`config.mk`:
```
export PLATFORM = sky130hd
export DESIGN_NAME = serial_add_arbiter
export DESIGN_NICKNAME = d
export VERILOG_FILES = /design/src/rtl/serial_add_arbiter.sv
export SDC_FILE = /design/constraint.sdc
export NUM_CORES = 1
export LEC_CHECK = 0
export CAP_MARGIN = 10
export CORE_MARGIN = 2
export CORE_UTILIZATION = 35
export DETAILED_ROUTE_END_ITERATION = 12
export PLACE_DENSITY = 0.7
export SETUP_SLACK_MARGIN = 0.15
export SYNTH_ARGS = -nofsm -noshare
export SYNTH_HDL_FRONTEND = slang
export SYNTH_SLANG_ARGS = --single-unit
```
`constraint.sdc`:
```
create_clock -name clk -period 1.7 [get_ports clk]
set_input_delay 0.17 -clock clk [delete_from_list [all_inputs] [get_ports clk]]
set_output_delay 0.17 -clock clk [all_outputs]
set_load 0.01 [all_outputs]
```
`src/rtl/serial_add_arbiter.sv`:
```
// rtl/serial_add_arbiter.sv - round-robin arbiter sharing one serial adder between two requesters
module serial_add_arbiter #(
  parameter int unsigned TIMEOUT = 16
) (
  input  logic       clk,
  input  logic       rst,
  input  logic       req0_valid,
  input  logic [7:0] req0_a,
  input  logic [7:0] req0_b,
  output logic       req0_ready,
  input  logic       req1_valid,
  input  logic [7:0] req1_a,
  input  logic [7:0] req1_b,
  output logic       req1_ready,
  output logic       adder_start,
  output logic [7:0] adder_a,
  output logic [7:0] adder_b,
  input  logic [8:0] adder_result,
  input  logic       adder_done,
  output logic       rsp_valid,
  output logic       rsp_id,
  output logic [8:0] rsp_sum,
  output logic       rsp_err,
  input  logic       rsp_ready
);

  typedef enum logic [1:0] {IDLE, LAUNCH, WAIT, RESP} state_t;

  localparam logic [7:0] TIMER_LAST = 8'(TIMEOUT - 1);

  state_t     state;
  logic [7:0] timer;
  logic       last_grant;
  logic       grant0;
  logic       grant1;
  logic       idle;

  // last_grant=1 means requester 1 was served last, so requester 0 wins a tie
  assign idle       = (state == IDLE);
  assign grant0     = req0_valid & (~req1_valid | last_grant);
  assign grant1     = req1_valid & (~req0_valid | ~last_grant);
  assign req0_ready = rst & idle & grant0;
  assign req1_ready = rst & idle & grant1;

  always_ff @(posedge clk or negedge rst) begin
    if (!rst) begin
      state       <= IDLE;
      timer       <= 8'd0;
      last_grant  <= 1'b1;
      adder_start <= 1'b0;
      adder_a     <= 8'd0;
      adder_b     <= 8'd0;
      rsp_valid   <= 1'b0;
      rsp_id      <= 1'b0;
      rsp_sum     <= 9'd0;
      rsp_err     <= 1'b0;
    end else begin
      case (state)
        IDLE: begin
          if (req0_ready) begin
            adder_a     <= req0_a;
            adder_b     <= req0_b;
            rsp_id      <= 1'b0;
            adder_start <= 1'b1;
            state       <= LAUNCH;
          end else if (req1_ready) begin
            adder_a     <= req1_a;
            adder_b     <= req1_b;
            rsp_id      <= 1'b1;
            adder_start <= 1'b1;
            state       <= LAUNCH;
          end
        end
        LAUNCH: begin
          adder_start <= 1'b0;
          timer       <= 8'd0;
          state       <= WAIT;
        end
        WAIT: begin
          // a done pulse in the final timer cycle still counts as success
          if (adder_done) begin
            rsp_sum   <= adder_result;
            rsp_err   <= 1'b0;
            rsp_valid <= 1'b1;
            state     <= RESP;
          end else if (timer == TIMER_LAST) begin
            rsp_sum   <= 9'd0;
            rsp_err   <= 1'b1;
            rsp_valid <= 1'b1;
            state     <= RESP;
          end else begin
            timer <= timer + 8'd1;
          end
        end
        RESP: begin
          if (rsp_ready) begin
            rsp_valid  <= 1'b0;
            last_grant <= rsp_id;
            state      <= IDLE;
          end
        end
        default: state <= IDLE;
      endcase
    end
  end

endmodule

```
==> Word-level counts from Yosys, hierarchy flattened <==
Index checks and enable logic that the tools add are counted.
Widths: inputs -> output; s select.
{ "totals": {"reg_bits": 40, "input_bits": 47, "output_inout_bits": 31, "word_cells": 67} }
{ "classes": {"addsub": 1, "n_eq_ne": 9, "n_mux": 24, "bitwise_logic": 10, "reduce_logical": 13} }
{ "op_table": {"columns": ["op", "n"], "rows": [
  ["$mux 8", 6],
  ["$mux 9", 2],
  ["$pmux 8 s2", 1],
  ["$mux 2", 5],
  ["$reduce_bool 2->1", 5],
  ["$reduce_and 3->1", 3],
  ["$add 8x1->8 const B", 1],
  ["$eq 8x4->1 const B", 1],
  ["$pmux 2 s4", 1],
  ["$reduce_and 2->1", 4],
  ["$mux 1", 7],
  ["$ne 2x2->1 const B", 3],
  ["$ne 3x3->1 const B", 2],
  ["$and 1x1->1", 5],
  ["$eq 2x2->1 const B", 2],
  ["$pmux 1 s2", 2],
  ["$not 1->1", 3],
  ["$eq 2x1->1 const B", 1],
  ["$logic_not 2->1", 1],
  ["$or 1x1->1", 2]
]} }

==> Depth between registers and ports, before layout <==
Gate-level depths: netlist of the first run.
{ "depth": {"ltp_word": 7, "ltp_mapped": 7, "ltp_nobuf": 6} }

==> Worst setup path after synthesis of the first run <==
OpenSTA, ideal clock, no wires.
{ "synth_path": {"path_type": "register to register", "startpoint": "register state[0]", "endpoint": "register adder_b[0]", "setup_time_ns": 0.132, "arrival_time_ns": 1.583, "t_required_ns": 1.568, "slack_ns": -0.015, "stages_incl_launch_ff": 8, "path_buffers": 1, "synth_period_minus_slack_ns": 1.715, "path_cell_list": "dfrtp_1 > inv_1 > ha_1 > nand3_1 > a21oi_4 > buf_6 > mux2i_1 > o21ai_1"} }
{ "synth_between": {"elab_chain_len": 5, "word_cells_on_any_way": 7, "cone_classes": "1 x mux; 3 x bitwise; 3 x reduce/logical"} }
{ "synth_rtl": {"columns": ["item", "line_no", "text"], "rows": [
  ["start, declared", "31", "state_t state;"],
  ["start signal, assigned", "47", "state <= IDLE;"],
  ["start signal, assigned", "65", "state <= LAUNCH;"],
  ["start signal, assigned", "71", "state <= LAUNCH;"],
  ["$logic_not 2->1 *", "39", "assign idle = (state == IDLE);"],
  ["$and 1x1->1 * (2 in a row)", "42", "assign req0_ready = rst & idle & grant0;"],
  ["via req0_ready", "10", "output logic req0_ready,"],
  ["$reduce_bool 2->1 (no line)", null, null],
  ["$reduce_and 2->1 (no line)", null, null],
  ["end signal, assigned", "62", "adder_b <= req0_b;"],
  ["end signal, assigned", "68", "adder_b <= req1_b;"],
  ["end, declared", "17", "output logic [7:0] adder_b,"]
]} }
The timed path passes the listed nets; every way through them passes the cells marked *.
A chain may end at the register's enable or synchronous reset.

==> Worst setup path in the final report of the first run <==
{ "layout_path": {"startpoint": "register timer[1]", "endpoint": "register timer[6]"} }
{ "layout_between": {"elab_chain_len": 4, "word_cells_on_any_way": 7, "cone_classes": "1 x add/sub; 2 x eq/ne; 3 x mux; 1 x reduce/logical"} }
{ "layout_rtl": {"columns": ["item", "line_no", "text"], "rows": [
  ["start, declared", "32", "logic [7:0] timer;"],
  ["start signal, assigned", "92", "timer <= timer + 8'd1;"],
  ["$add 8x1->8", "92", null],
  ["$mux 8", "86", "end else if (timer == TIMER_LAST) begin"],
  ["$mux 8", "81", "if (adder_done) begin"],
  ["$pmux 8 s2", "58", "case (state)"]
]} }
Several ways; a longest one is shown, not always the timed one. The select of a mux whose other input is x is not followed.

==> results of run 1 <==
## cells in the mapped netlist (all sizes together) (2+ instances only)
cell | count | area (um^2)
dfrtp | 39 | 976
nand2 | 29 | 111
o21ai | 19 | 95.1
mux2i | 18 | 180
a22o | 11 | 96.3
a21oi | 7 | 46.3
ha | 6 | 75.1
inv | 6 | 22.5
nand3 | 5 | 25.0
buf | 3 | 22.5
clkbuf | 3 | 11.3
mux2 | 3 | 37.5
nand3b | 3 | 22.5
nor2 | 3 | 11.3
a21o | 2 | 15.0
and4 | 2 | 17.5
## stage by stage
step	total power, uW	setup slack [ns]	hold WS (ns)
4_1_cts	4640	0.0127	0.320
5_1_grt	4960	-0.0466	0.367
3_3_place_gp	3690	-0.0124	0.248
2_1_floorplan	2590	0.0344	-0.126
3_5_place_dp	3720	-0.0168	0.254
6_report	4650	0.0181	0.343
## path summary, 6_finish.rpt
check                      slack (ns)  startpoint          to  cells past startpoint
hold / removal                   0.34         rst      rsp_id                      4
hold reg to reg                  0.49  adder_b[2]  adder_b[2]                      2
max in group asynchronous        0.78         rst  last_grant                      3
min in group asynchronous        0.57         rst  rsp_sum[0]                      3
setup reg to reg                 0.02    timer[1]    timer[6]                      5
setup / recovery                 0.02    timer[1]    timer[6]                      5
## power breakdown
part	internal [uW]	switching [uW]
sequential	1340	207
clock	442	354
combinational	1330	984
total	3110	1550
## cell families after synthesis
| logic type | synth area share |
|---|---|
| simple gates | 0.134 |
| compound gates | 0.160 |
| flops | 0.520 |
| mux | 0.113 |
| buf+inv | 0.0292 |
| fa+ha+maj | 0.0390 |
| xor+xnor | 0.00455 |
## layout by cell type (no fill, tap or decap), drive strengths merged
cell type      instances
a211oi                 1
a21o                   2
a21oi                  7
a22o                  11
and2                   1
and3                   1
and4                   2
buf                   32
bufinv                 1
clkbuf                 5
clkdlybuf4s50         74
clkinvlp               1
dfrtp                 39
dfstp                  1
dlygate4sd3            1
ha                     6
inv                    7
mux2                   3
mux2i                 18
nand2                 29
nand2b                 1
nand3                  5
nand3b                 3
nand4                  1
nor2                   3
nor2b                  1
nor3                   1
nor4                   1
o211ai                 1
o21a                   1
o21ai                 19
o22ai                  1
o31ai                  1
o32a                   1
or4                    1
xnor2                  1
## flip-flops by register name (all words and copies together), names as in the netlist, 2 cells and up
| register | count |
|---|---|
| rsp_sum | 9 |
| state | 2 |
| timer | 8 |
| adder_b | 8 |
| adder_a | 8 |
## critical path: cells and delay by family, from the launching register on
kind,cells,cell delay [ns]
flops,1,0.39
mux,1,0.33
compound gates,2,0.47
simple gates,1,0.19
fa+ha+maj,1,0.19
## cell type report
class	count	area [um^2]	share of cell area
clock inverters	3	46.3	0.0144
multi-input cells	123	950	0.295
repair buffers	107	1040	0.322
inverters	6	22.5	0.00700
flip-flops and latches	40	1000	0.312
well taps	72	90.1	0.0280
clock buffers	5	68.8	0.0214
## metal layers
| metal | track usage | routed length [um] | vias to the layer above |
|---|---|---|---|
| met5 | 0 | 0 | - |
| met4 | 0.0895 | 133 | 0 |
| met3 | 0.0368 | 225 | 11 |
| met2 | 0.263 | 2390 | 50 |
| met1 | 0.197 | 2070 | 775 |
| li1 | - | - | 843 |
## repair_timing
item,CTS,global route
resized for setup,16,10
endpoints found under the hold margin,32,0
setup buffers,5,1
cloned,1,0
pin swaps,6,6
setup endpoints to repair,31,38
hold buffers,1,0
==> impl_metrics.py, run 1 <==
metrics = {
    "placed_design": {
        "port_buffers": 77,
        "place_inst": 340,
        "postPlaceCellArea_um2": 2960,
        "place_congestion": 0.781,
        "place_hpwl_mm": 3.54,
    },
    "yosys": {
        "postSynthCellCount": 175,
        "syn_area_per_cell_um2": 11.0,
        "ys_types": 40,
        "syn_nets": 228,
        "ys_async_sr_fraction": 1.00,
        "synth-seq-area-share": 0.520,
        "synth-main-ff-cell": "dfrtp_1",
        "synth-seq-cells": 40,
        "netlist_area_um2": 1930,
        "synth_edf_count": 0,
        "synth.yosys.warnings": 0,
    },
    "final_layout": {
        "fin_area_um2": 3220,
        "post-route-util": 0.595,
        "area_delta_synth_final_pct": 66.9,
        "nFillCells": 474,
        "fin_nets": 336,
        "drive_gt1_frac": 0.222,
        "diodes": 0,
        "instances_no_fill": 356,
    },
    "pwr": {
        "vdd_drop_max_mv": 0.859,
        "power_leakage_uw": 0.00138,
        "p_per_area_nw_per_um2": 1450,
    },
    "clocking": {
        "cts_max_path_buffers": 2,
        "cts_tree": "yes",
        "cts-buffers-inserted": 5,
        "root_buffer": "clkbuf_8",
        "cts_htree_levels": 2,
        "cts.clk_slew.worst_paths_ns": 0.08,
        "clk_latency_ns": 0.30,
        "cts.sinks": 40,
    },
    "worst_setup_path": {
        "cp-end-kind": "flop",
        "worstPathCellList": "ha_2, and3_4, a211oi_4, mux2_4, a22o_1",
        "critPathMaxFanout": 5,
        "cp.required_ns": 1.89,
        "crit_path_top_delay_cell": "dfrtp_1",
        "worstPathArrival_ns": 1.87,
        "cpPeakStageDelay_ns": 0.39,
        "start_kind": "flop",
        "critical_path_class": "reg -> reg",
    },
    "sta": {
        "rsz0062_at_grt": "true",
        "period_minus_slack_ns": 1.68,
        "skew_ns": 0.00627,
        "hold_viol_final": 0,
        "min_period_over_period": 0.989,
        "setup_viol": 0,
        "finalSetupTns_ns": 0,
        "timing.final.max_slew_violations": 0,
        "fmax_ghz": 0.595,
        "maxSlewHeadroom": 0.748,
        "worst_pin_slew_ns": 0.378,
    },
    "die": {
        "fp.coreArea_um2": 5410,
        "row_count": 27,
        "start_util": 0.356,
        "pin_count": 78,
        "die_h_um": 78.2,
        "die_area_um2": 6110,
        "die_w_um": 78.2,
    },
    "global_routing": {
        "grt_pass1_vias": 1658,
        "gr-total-overflow": 0,
        "grtUsageTotal": 0.161,
        "grt_pass1_wl_mm": 7.69,
        "antenna_found_initial": 0,
        "grt_max_degree": 36,
    },
    "detailed_routing": {
        "routed-via-count": 1679,
        "drc_errors": 0,
        "dr.pass1.iters": 4,
        "wl_mm": 4.82,
        "drt-vias-per-instance": 4.72,
        "ant_nets": 0,
        "drt_iter0_drc": 45,
        "detail_route.wl_per_cell_um": 13.5,
    },
    "status": {
        "status": "completed",
    },
    "worst_hold_path": {
        "min_path_type": "in -> reg",
    },
    "job": {
        "drv_cap": 0,
    },
}
Power figures use the tool's default switching activity.
==> run 2: changes to the inputs <==
Clock period 1.7 ns to 1.5 ns, I/O delays scaled along.
==> impl_metrics.py, run 2 (same netlist as run 1, synthesis figures left out) <==
metrics = {
    "status": {
        "status": "finished, violations left",
        "violations": "setup timing",
    },
    "placed_design": {
        "place_congestion": 0.870,
        "port_buffers": 77,
        "postPlaceCellArea_um2": 3050,
        "place_hpwl_mm": 3.73,
        "place_inst": 350,
    },
    "global_routing": {
        "grt_pass1_wl_mm": 8.04,
        "grtUsageTotal": 0.166,
        "grt_pass1_vias": 1759,
        "antenna_found_initial": 0,
        "grt_max_degree": 36,
        "gr-total-overflow": 0,
    },
    "die": {
        "die_area_um2": 6110,
        "row_count": 27,
        "die_w_um": 78.2,
        "die_h_um": 78.2,
        "pin_count": 78,
        "fp.coreArea_um2": 5410,
        "start_util": 0.356,
    },
    "detailed_routing": {
        "drt_iter0_drc": 42,
        "wl_mm": 5.07,
        "ant_nets": 0,
        "detail_route.wl_per_cell_um": 13.8,
        "drt-vias-per-instance": 4.74,
        "dr.pass1.iters": 4,
        "routed-via-count": 1741,
        "drc_errors": 0,
    },
    "final_layout": {
        "final_common_cell": "clkdlybuf4s50_1",
        "top_register": "rsp_sum",
        "area_delta_synth_final_pct": 74.5,
        "fin_area_um2": 3360,
        "diodes": 0,
        "largest_register_ffs": 9,
        "instances_no_fill": 367,
        "drive_gt1_frac": 0.261,
        "fin_nets": 347,
        "layout_common_cells": "clkdlybuf4s50_1, dfrtp_1, buf_4, nand2_1",
        "nFillCells": 465,
    },
    "sta": {
        "min_period_over_period": 1.13,
        "setup_ws_ns": -0.198,
        "finalSetupTns_ns": -2.32,
        "setup_viol": 31,
        "timing.final.max_slew_violations": 0,
        "worst_pin_slew_ns": 0.331,
        "maxSlewHeadroom": 0.779,
        "hold_viol_final": 0,
        "fin_hold_ws_ns": 0.00592,
        "rsz0062_at_grt": "true",
        "skew_ns": 0.00960,
        "fmax_ghz": 0.589,
        "period_minus_slack_ns": 1.70,
    },
    "pwr": {
        "p_per_area_nw_per_um2": 1570,
        "power_frac_seq": 0.328,
        "pwr-share-clk": 0.163,
        "swShare": 0.335,
        "p_comb_frac": 0.509,
        "p_int_uw": 3500,
        "finalPower_uw": 5270,
        "power_leakage_uw": 0.00168,
        "power.switching_uw": 1770,
        "vdd_drop_max_mv": 0.817,
    },
    "worst_hold_path": {
        "min_path_type": "in -> async",
    },
    "worst_setup_path": {
        "cp.required_ns": 1.67,
        "critical_path_class": "reg -> reg",
        "crit_buf_inv": 1,
        "cp-end-kind": "flop",
        "critPathMaxFanout": 5,
        "critPathTopFamily": "flip-flops",
        "worstPathArrival_ns": 1.87,
        "start_kind": "flop",
        "cpPeakStageDelay_ns": 0.40,
        "crit_path_top_delay_cell": "dfrtp_1",
        "worstPathCellList": "ha_2, and3_4, a211oi_4, buf_6, mux2_4, a22o_1",
    },
    "clocking": {
        "cts.sinks": 40,
        "cts_tree": "yes",
        "clk_latency_ns": 0.29,
        "cts_max_path_buffers": 2,
        "cts_htree_levels": 2,
        "cts.clk_slew.worst_paths_ns": 0.08,
        "root_buffer": "clkbuf_8",
        "cts-buffers-inserted": 5,
    },
    "job": {
        "drv_cap": 0,
    },
}
-- run 2: cell types whose count changed in the layout (fill, tap and decap cells not counted), moves of 2 or more --
cell,before,now
dlygate4sd2_1,0,12
buf_12,0,2
nand2_2,2,0
buf_4,22,31
nand3_2,0,2
clkdlybuf4s50_1,74,46
dlymetal6s2s_1,0,16
nand3_1,4,2
-- run 2: final cells by class --
type	instances	area [um^2]	area share
clock inverters	2	35.0	0.0104
clock buffers	6	72.6	0.0216
flip-flops and latches	40	1000	0.298
repair buffers	118	1150	0.343
multi-input cells	123	988	0.294
well taps	72	90.1	0.0268
inverters	6	22.5	0.00670
-- run 2: path summary, 6_finish.rpt --
path / from / to / slack (ns) / cells after the start
setup / recovery: timer[1] / timer[6] / -0.20 / 6
hold / removal: rst / rsp_err / 0.006 / 2
setup reg to reg: timer[1] / timer[6] / -0.20 / 6
hold reg to reg: adder_a[2] / adder_a[2] / 0.48 / 2
max in group asynchronous: rst / last_grant / 0.76 / 3
min in group clk: rst / rsp_id / 0.32 / 4
-- run 2: what timing repair did --
item / CTS / global route
setup endpoints to repair: 51 / 57
setup buffers: 6 / 2
pin swaps: 5 / 2
endpoints found under the hold margin: 13 / 0
gates resized for setup: 35 / 28
hold buffers: 1 / 0
-- run 2: worst register-to-register path: stages, from the launching register on --
cell and delay (ns):
dfrtp_1 0.40, ha_2 0.19, and3_4 0.19, a211oi_4 0.21, buf_6 0.14, mux2_4 0.29
a22o_1 0.17
-- run 2: power by group through the flow --
stage	Sequential (uW)	Combinational, uW	Clock [uW]
global route	1790	2910	923
finish	1730	2680	857
detailed placement	1760	2600	0
floorplan	1960	993	0
global placement	1750	2560	0
CTS	1740	2680	877
-- run 2: per-stage QoR --
| step | setup slack, ns | utilization |
|---|---|---|
| detailed placement | -0.269 | 0.564 |
| global placement | -0.233 | 0.564 |
| global route | -0.232 | 0.622 |
| CTS | -0.168 | 0.601 |
| finish | -0.198 | 0.622 |
| floorplan | -0.165 | - |
-- run 2: layer usage --
layer	global-route usage	wire (um)	vias to the layer above
met5	0	0	-
met4	0.0561	53	0
met3	0.0437	305	5
met2	0.278	2430	69
met1	0.207	2280	804
li1	-	-	863
